===== config.mk =====
export PLATFORM = sky130hd
export DESIGN_NAME = uart_rx_flat
export DESIGN_NICKNAME = d
export VERILOG_FILES = /design/src/rtl/uart_pkg.sv /design/src/rtl/uart_rx_if.sv /design/src/rtl/uart_rx_sync.sv /design/src/rtl/uart_rx.sv /design/src/flat_wrapper.sv
export SDC_FILE = /design/constraint.sdc
export NUM_CORES = 1
export LEC_CHECK = 0
export ABC_CLOCK_PERIOD_IN_PS = 4900
export BUFFER_PORTS_ARGS = -buffer_cell sky130_fd_sc_hd__buf_4
export CAP_MARGIN = 20
export CORE_MARGIN = 1
export CORE_UTILIZATION = 35
export CTS_CLUSTER_SIZE = 30
export DETAILED_ROUTE_END_ITERATION = 10
export PLACE_DENSITY = 0.51
export SETUP_SLACK_MARGIN = 0.02
export SYNTH_ARGS = -nofsm -noshare
export SYNTH_HDL_FRONTEND = slang
export SYNTH_HIERARCHICAL = 1
export SYNTH_SLANG_ARGS = --single-unit

===== constraint.sdc =====
create_clock -name clk -period 4.9 [get_ports clk]
set_input_delay 1.47 -clock clk [delete_from_list [all_inputs] [get_ports clk]]
set_output_delay 1.47 -clock clk [all_outputs]
set_load 0.01 [all_outputs]

===== src/rtl/uart_pkg.sv =====
// uart_pkg: framing constants and receiver state type shared by the UART transmitter and receiver.
package uart_pkg;
    localparam int DATA_BITS = 8;
    localparam int DEF_CLKS_PER_BIT = 8;

    typedef enum logic [2:0] {IDLE, START, DATA, STOP, WAIT_IDLE} uart_rx_state_e;
endpackage


===== src/rtl/uart_rx_if.sv =====
// uart_rx_if: valid/ready byte port from the receiver (master) to the core (slave).
interface uart_rx_if;
    import uart_pkg::*;
    logic [DATA_BITS-1:0] r_data_port;
    logic                 r_data_port_vld;
    logic                 r_data_port_rdy;

    modport master (output r_data_port, r_data_port_vld, input r_data_port_rdy);
    modport slave (input r_data_port, r_data_port_vld, output r_data_port_rdy);
endinterface


===== src/rtl/uart_rx_sync.sv =====
// uart_rx_sync: 2-flop synchronizer resetting to the idle-high line level so reset never fakes a start bit.
module uart_rx_sync (
    input  logic clk,
    input  logic rst_n,
    input  logic d,
    output logic q
);
    logic m;

    always_ff @(posedge clk or negedge rst_n)
        if (!rst_n) {q, m} <= 2'b11;
        else        {q, m} <= {m, d};
endmodule


===== src/rtl/uart_rx.sv =====
// uart_rx: 8N1 deserializer with mid-bit sampling, a one-entry output buffer and framing/overrun reporting.
module uart_rx
    import uart_pkg::*;
#(
    parameter int CLKS_PER_BIT = DEF_CLKS_PER_BIT
) (
    input  logic         clk,
    input  logic         rst_n,
    input  logic         rxd_port,
    uart_rx_if.master    rx,
    output logic         busy_port,
    output logic         frame_err_port,
    output logic         overrun_port
);
    localparam int CW = $clog2(CLKS_PER_BIT);
    localparam logic [CW-1:0] HALF = CW'(CLKS_PER_BIT / 2 - 1);
    localparam logic [CW-1:0] FULL = CW'(CLKS_PER_BIT - 1);

    uart_rx_state_e       state;
    logic                 rxd_s;
    logic [CW-1:0]        cnt;
    logic [2:0]           bit_idx;
    logic [DATA_BITS-1:0] sh;

    uart_rx_sync u_sync (.clk(clk), .rst_n(rst_n), .d(rxd_port), .q(rxd_s));

    always_ff @(posedge clk or negedge rst_n) begin
        if (!rst_n) begin
            state              <= IDLE;
            cnt                <= '0;
            bit_idx            <= '0;
            sh                 <= '0;
            rx.r_data_port     <= '0;
            rx.r_data_port_vld <= 1'b0;
            busy_port          <= 1'b0;
            frame_err_port     <= 1'b0;
            overrun_port       <= 1'b0;
        end else begin
            frame_err_port <= 1'b0;
            overrun_port   <= 1'b0;
            if (rx.r_data_port_vld && rx.r_data_port_rdy) rx.r_data_port_vld <= 1'b0;
            case (state)
                IDLE:
                    if (!rxd_s) begin
                        state     <= START;
                        cnt       <= HALF;
                        busy_port <= 1'b1;
                    end
                START:
                    if (cnt != '0) cnt <= cnt - 1'b1;
                    else if (!rxd_s) begin
                        state   <= DATA;
                        bit_idx <= '0;
                        cnt     <= FULL;
                    end else begin
                        state     <= IDLE;
                        busy_port <= 1'b0;
                    end
                DATA:
                    if (cnt != '0) cnt <= cnt - 1'b1;
                    else begin
                        sh[bit_idx] <= rxd_s;
                        cnt         <= FULL;
                        if (bit_idx == 3'(DATA_BITS - 1)) state <= STOP;
                        else bit_idx <= bit_idx + 3'd1;
                    end
                STOP:
                    if (cnt != '0) cnt <= cnt - 1'b1;
                    else if (rxd_s) begin
                        state     <= IDLE;
                        busy_port <= 1'b0;
                        // a byte accepted this very cycle frees the buffer for the new one
                        if (!rx.r_data_port_vld || rx.r_data_port_rdy) begin
                            rx.r_data_port     <= sh;
                            rx.r_data_port_vld <= 1'b1;
                        end else overrun_port <= 1'b1;
                    end else begin
                        state          <= WAIT_IDLE;
                        frame_err_port <= 1'b1;
                    end
                WAIT_IDLE:
                    if (rxd_s) begin
                        state     <= IDLE;
                        busy_port <= 1'b0;
                    end
                default: state <= IDLE;
            endcase
        end
    end
endmodule


===== src/flat_wrapper.sv =====
// flat-port wrapper written by rule: the top's interface ports become plain ports
module uart_rx_flat import uart_pkg::*;
#(
    parameter int CLKS_PER_BIT = DEF_CLKS_PER_BIT
)
  (clk, rst_n, rxd_port, busy_port, frame_err_port, overrun_port, rx_r_data_port, rx_r_data_port_vld, rx_r_data_port_rdy);
  uart_rx_if rx_i ();
  input  logic clk;
  input  logic rst_n;
  input  logic rxd_port;
  output logic busy_port;
  output logic frame_err_port;
  output logic overrun_port;
  output wire logic [$bits(rx_i.r_data_port)-1:0] rx_r_data_port;
  output wire logic [$bits(rx_i.r_data_port_vld)-1:0] rx_r_data_port_vld;
  input wire logic [$bits(rx_i.r_data_port_rdy)-1:0] rx_r_data_port_rdy;
  assign rx_r_data_port = rx_i.r_data_port;
  assign rx_r_data_port_vld = rx_i.r_data_port_vld;
  assign rx_i.r_data_port_rdy = rx_r_data_port_rdy;
  uart_rx #(.CLKS_PER_BIT(CLKS_PER_BIT)) u_core (.clk(clk), .rst_n(rst_n), .rxd_port(rxd_port), .rx(rx_i), .busy_port(busy_port), .frame_err_port(frame_err_port), .overrun_port(overrun_port));
endmodule

-- Yosys cells after proc, flatten, opt, wreduce, memory -nomap -nowiden
Index checks and enable logic that the tools add are counted.
- bits of input ports: 4
- flip-flop bits (word level): 31
- logic and storage cells: 87
- bits in latches: 0
- bits in read-only memories: 0
- output and inout port bits: 12
- bits in writable memories: 0
- memories: 0
- div/mod/pow operators: 0
- equality and inequality tests: 16
- add/subtract/negate cells: 2
- multiply operators: 0
- bitwise operators: 1
- shift-type cells: 0
- order comparisons: 2
- mux-type cells: 39
- reduce and logical (&&, ||, !) cells: 16
- operators with widths (cell ; number):
    $mux W3 ; 16
    $mux W1 ; 16
    $ne A2 B2 Y1 const B ; 8
    $pmux W3 S5 ; 1
    $pmux W3 S4 ; 1
    $bwmux W8 ; 1
    $reduce_and A4 Y1 ; 2
    $eq A3 B2 Y1 const B ; 2
    $eq A3 B3 Y1 const B ; 2
    $pmux W3 S2 ; 1
    $reduce_and A6 Y1 ; 1
    $reduce_bool A3 Y1 ; 2
    $reduce_and A5 Y1 ; 1
    $lt A3 B4 Y1 const B ; 1
    $ne A2 B1 Y1 const B ; 2
    $reduce_bool A4 Y1 ; 1
    $add A3 B1 Y3 const B ; 1
    $demux W1 S3 ; 1
    $eq A3 B1 Y1 const B ; 1
    $ge A3 B1 Y1 const B ; 1
    $logic_not A3 Y1 ; 1
    $ne A3 B2 Y1 const B ; 1
    $pmux W1 S3 ; 1
    $reduce_and A3 Y1 ; 1
    9 further kinds ; 10

-- Longest topological paths before layout
- depth after elaboration: 6
- depth in mapped cells: 7
- mapped depth without buffers: 6

-- By module
Netlist, hierarchy kept.
- by module, submodules not included (module ; seq. area each (µm²) ; area each (µm²) ; cells an instance ; instances):
    uart_rx ; 725.7 ; 1348.8 ; 120 ; 1
    uart_rx_sync ; 52.6 ; 52.6 ; 2 ; 1

-- Least setup slack after synthesis
OpenSTA, ideal clock, no wires.
- path type: input-to-reg
- start: in rx_r_data_port_rdy
- end: reg u_core.rx.r_data_port[0]
- data required time: 4.775 ns
- stages: 3
- slack: 2.576 ns
- setup time: 0.125 ns
- buffers on the path: 0
- arrival: 2.199 ns
- path through: or2b_1 > nand3_4 > mux2_2
- longest elaborated chain between the ends: 2
- ends and longest elaborated chain (what ; RTL line ; source):
    start: declaration ; flat_wrapper.sv:16 ; input wire logic [$bits(rx_i.r_data_port_rdy)-1:0] rx_r_data_port_rdy;
    $logic_or A1 B1 Y1 ; uart_rx.sv:73 ; if (!rx.r_data_port_vld || rx.r_data_port_rdy) begin
    $reduce_and A4 Y1 (no source line) ; - ;
    end signal: assignment ; uart_rx.sv:74 ; rx.r_data_port <= sh;
    end: declaration ; uart_rx_if.sv:8 ; modport master (output r_data_port, r_data_port_vld, input r_data_port_rdy);
No other way between the ends.
A chain may end at the register's enable or synchronous reset.

-- Worst setup path after layout
- start: reg u_core.busy_port
- end: out busy_port
- RTL lines (what ; RTL line ; source):
    start: declaration ; uart_rx.sv:11 ; output logic busy_port,
    start signal: assignment ; uart_rx.sv:35 ; busy_port <= 1'b0;
    start signal: assignment ; uart_rx.sv:47 ; busy_port <= 1'b1;
    start signal: assignment ; uart_rx.sv:57 ; busy_port <= 1'b0;
    end: declaration ; flat_wrapper.sv:11 ; output logic busy_port;
No word-level cell between the ends.

==> flow_metrics.py <==
metrics = {
    "clock_network": {
        "postCtsSetupRepairBufs": 0,
        "cts_tree": "yes",
        "cts_resized": 0,
        "clock-sinks": 31,
        "cts-root-buf": "clkbuf_8",
        "clk_path_buf_depth": 2,
        "insertion_delay_ps": 280,
        "clk_pin_slew_ps": 70,
        "cts_made_buffers": 5,
        "htree_levels": 2,
        "postCtsHoldBufs": 0,
    },
    "synthesis": {
        "synth-compound-area-share_pct": 9.732,
        "yosysMostFrequentCell": "dfrtp_1",
        "synth_common_cells": "dfrtp_1, mux2_2, nand2_1",
        "synthCells": 122,
        "ys_types": 36,
        "yosysWarnings": 6,
        "ys_async_sr_fraction_pct": 100.0,
        "synth_xor_xnor_area_share_pct": 0,
        "synth_top_cell_by_area": "dfrtp_1",
        "synth_area_leaders": "dfrtp_1, mux2_2, dfstp_2",
        "synth_top_family_by_area": "simple AND/OR/NAND/NOR gates",
        "seq_area_frac_synth_pct": 55.54,
        "yosys.area_share.simple_pct": 17.14,
        "synth.top_cell.area_share_pct": 51.79,
        "syn-cell-area_um2": 1401,
        "ys_ff_latch": 31,
        "syn-num-nets": 130,
        "synth_edf_count": 0,
        "avgSynthCellArea_um2": 11.49,
        "synth-adder-area-share_pct": 3.571,
        "synth_mux_area_share_pct": 10.36,
        "synth_top_flop_cell": "dfrtp_1",
    },
    "sta": {
        "drv_slew": 0,
        "period_minus_slack_ps": 2320,
        "hold_slack_ps": 354.9,
        "finalHoldViolCount": 0,
        "rsz0062_at_grt": "false",
        "fmax_mhz": 431.0,
        "setup_viol": 0,
        "finalCritPeriodShare_pct": 47.35,
        "slew_headroom_pct": 74.45,
        "finalClockSkew_ps": 7.151,
        "fin_tns_setup_ps": 0,
        "worst_slew_pin_slew_ps": 383.2,
    },
    "place": {
        "place_congestion": 0.8012,
        "port-buffer-count": 15,
        "dp_hpwl_um": 1671,
    },
    "global_route": {
        "grt_pass1_vias": 942,
        "grt_pass1_wl_um": 4236,
        "grt_use_total_pct": 13.35,
        "antenna_found_initial": 0,
        "overflow": 0,
        "grt_max_degree": 32,
    },
    "cells_and_area": {
        "utilization_pct": 43.85,
        "area_growth_pct": 17.14,
        "layout.nets": 147,
        "drive_gt1_share_pct": 28.57,
        "insertedDiodeCount": 0,
    },
    "drt": {
        "wl_per_cell_um": 12.71,
        "vias": 949,
        "drt_first_pass_iters": 4,
        "drtIter0Drc": 27,
        "finalWirelength_um": 2389,
        "antenna_left": 0,
        "drc": 0,
        "via_per_inst": 5.048,
    },
    "floorplanning": {
        "start_util_pct": 37.43,
        "die_x_um": 65.28,
        "die-area_um2": 4261,
        "coreArea_um2": 3744,
        "row_count": 22,
        "ios": 16,
        "die_h_um": 65.28,
    },
    "min_path": {
        "hold_path.class": "register to register",
        "worstHoldStart": "u_core/u_sync/m",
        "hold_path_end": "u_core/u_sync/q",
        "hold_path_depth": 0,
    },
    "critical_path": {
        "cp_slowest_cell": "dfrtp_1",
        "crit_fanout": 4,
        "worst_ep_arrival_time_ps": 850,
        "max_stage_delay_ps": 410,
        "r2r-start": "u_core/cnt[0]",
        "worstPathRequired_ps": 3430,
        "path_class": "register to output pin",
        "r2r_end": "u_core/rx.r_data_port[4]",
        "path_cells": "buf_4",
        "crit_family": "flip-flops",
        "endpoint_kind": "output pin",
        "start_kind": "register",
        "reg2reg_depth": 6,
        "crit_buf_inv": 1,
        "rrSetupSlack_ps": 2990,
    },
    "power_and_ir_drop": {
        "total_power_mw": 0.7416,
        "power_density_nw_per_um2": 451.7,
        "power.static_leakage_nw": 0.7955,
        "ir_drop_mv": 0.1934,
    },
    "status": {
        "status": "completed",
    },
    "job": {
        "cap_violations": 0,
    },
}
[placed cells by master, fill, tap and decap left out, types with 2 or more instances in the layout]
master    count
o31ai_1       3
buf_4        15
nand2_1      11
nor2_1        9
a21oi_1       3
nand4_1       4
nand3_1       5
dfstp_2       2
ha_1          4
nor3_1        2
inv_1         5
mux2_2       12
dfrtp_1      29
a22o_1        2
clkbuf_8      7
o21ai_0       5
nor2b_1       4
[area by class of cell]
class | count | area [um^2]
clock buffer | 8 | 100.1
fill | 367 | 2102
inverter | 5 | 18.77
multi-input combinational | 81 | 571.8
sequential | 31 | 778.2
tap | 48 | 60.06
timing repair buffer | 15 | 112.6
[report_power, final]
group	internal (mW)	switching (mW)
clock	0.128	0.0885
sequential	0.298	0.0460
combinational	0.0870	0.0936
total	0.513	0.228
[kinds of logic (layout without fill, tap and decap cells)]
group | count (synthesis) | after routing
compound gates | 20 | 20
fa+ha+maj | 4 | 4
buf+inv | 10 | 28
flops | 31 | 31
mux | 13 | 13
simple gates | 44 | 44
[metal layers]
metal	GRT usage [%]	part of all wire [%]	vias to the layer above
li1	-	-	470
met1	16.48	48	458
met2	20.62	47	17
met3	4.688	3.9	4
met4	6.522	1.2	0
met5	0	0	-
[worst max path at each step]
stage	from	endpoint	slack (ps)	depth (start not counted)
finish	u_core/busy_port	busy_port	2580	1
global route	u_core/busy_port	busy_port	2550	1
CTS	u_core/busy_port	busy_port	2560	1
detailed placement	rx_r_data_port_rdy	u_core/rx.r_data_port[0]	2410	4
global placement	rx_r_data_port_rdy	u_core/rx.r_data_port[4]	2430	4
floorplan	rx_r_data_port_rdy	u_core/rx.r_data_port[0]	2580	3
[state kept, by name, indices dropped and copies added, names as in the netlist]
name	flops
u_core/bit_idx	3
u_core/busy_port	1
u_core/cnt	3
u_core/frame_err_port	1
u_core/overrun_port	1
u_core/rx.r_data_port	8
u_core/rx.r_data_port_vld	1
u_core/sh	8
u_core/state	3
u_core/u_sync/m	1
u_core/u_sync/q	1
[per-stage QoR]
| step | std cells | instance area [um^2] | worst slack (ps) |
|---|---|---|---|
| floorplan | 122 | 1401 | 2576 |
| global placement | 180 | 1541 | 2431 |
| detailed placement | 180 | 1541 | 2410 |
| CTS | 188 | 1642 | 2558 |
| global route | 188 | 1642 | 2550 |
| finish | 188 | 1642 | 2580 |
No activity file was read; power rests on OpenSTA's default activity.
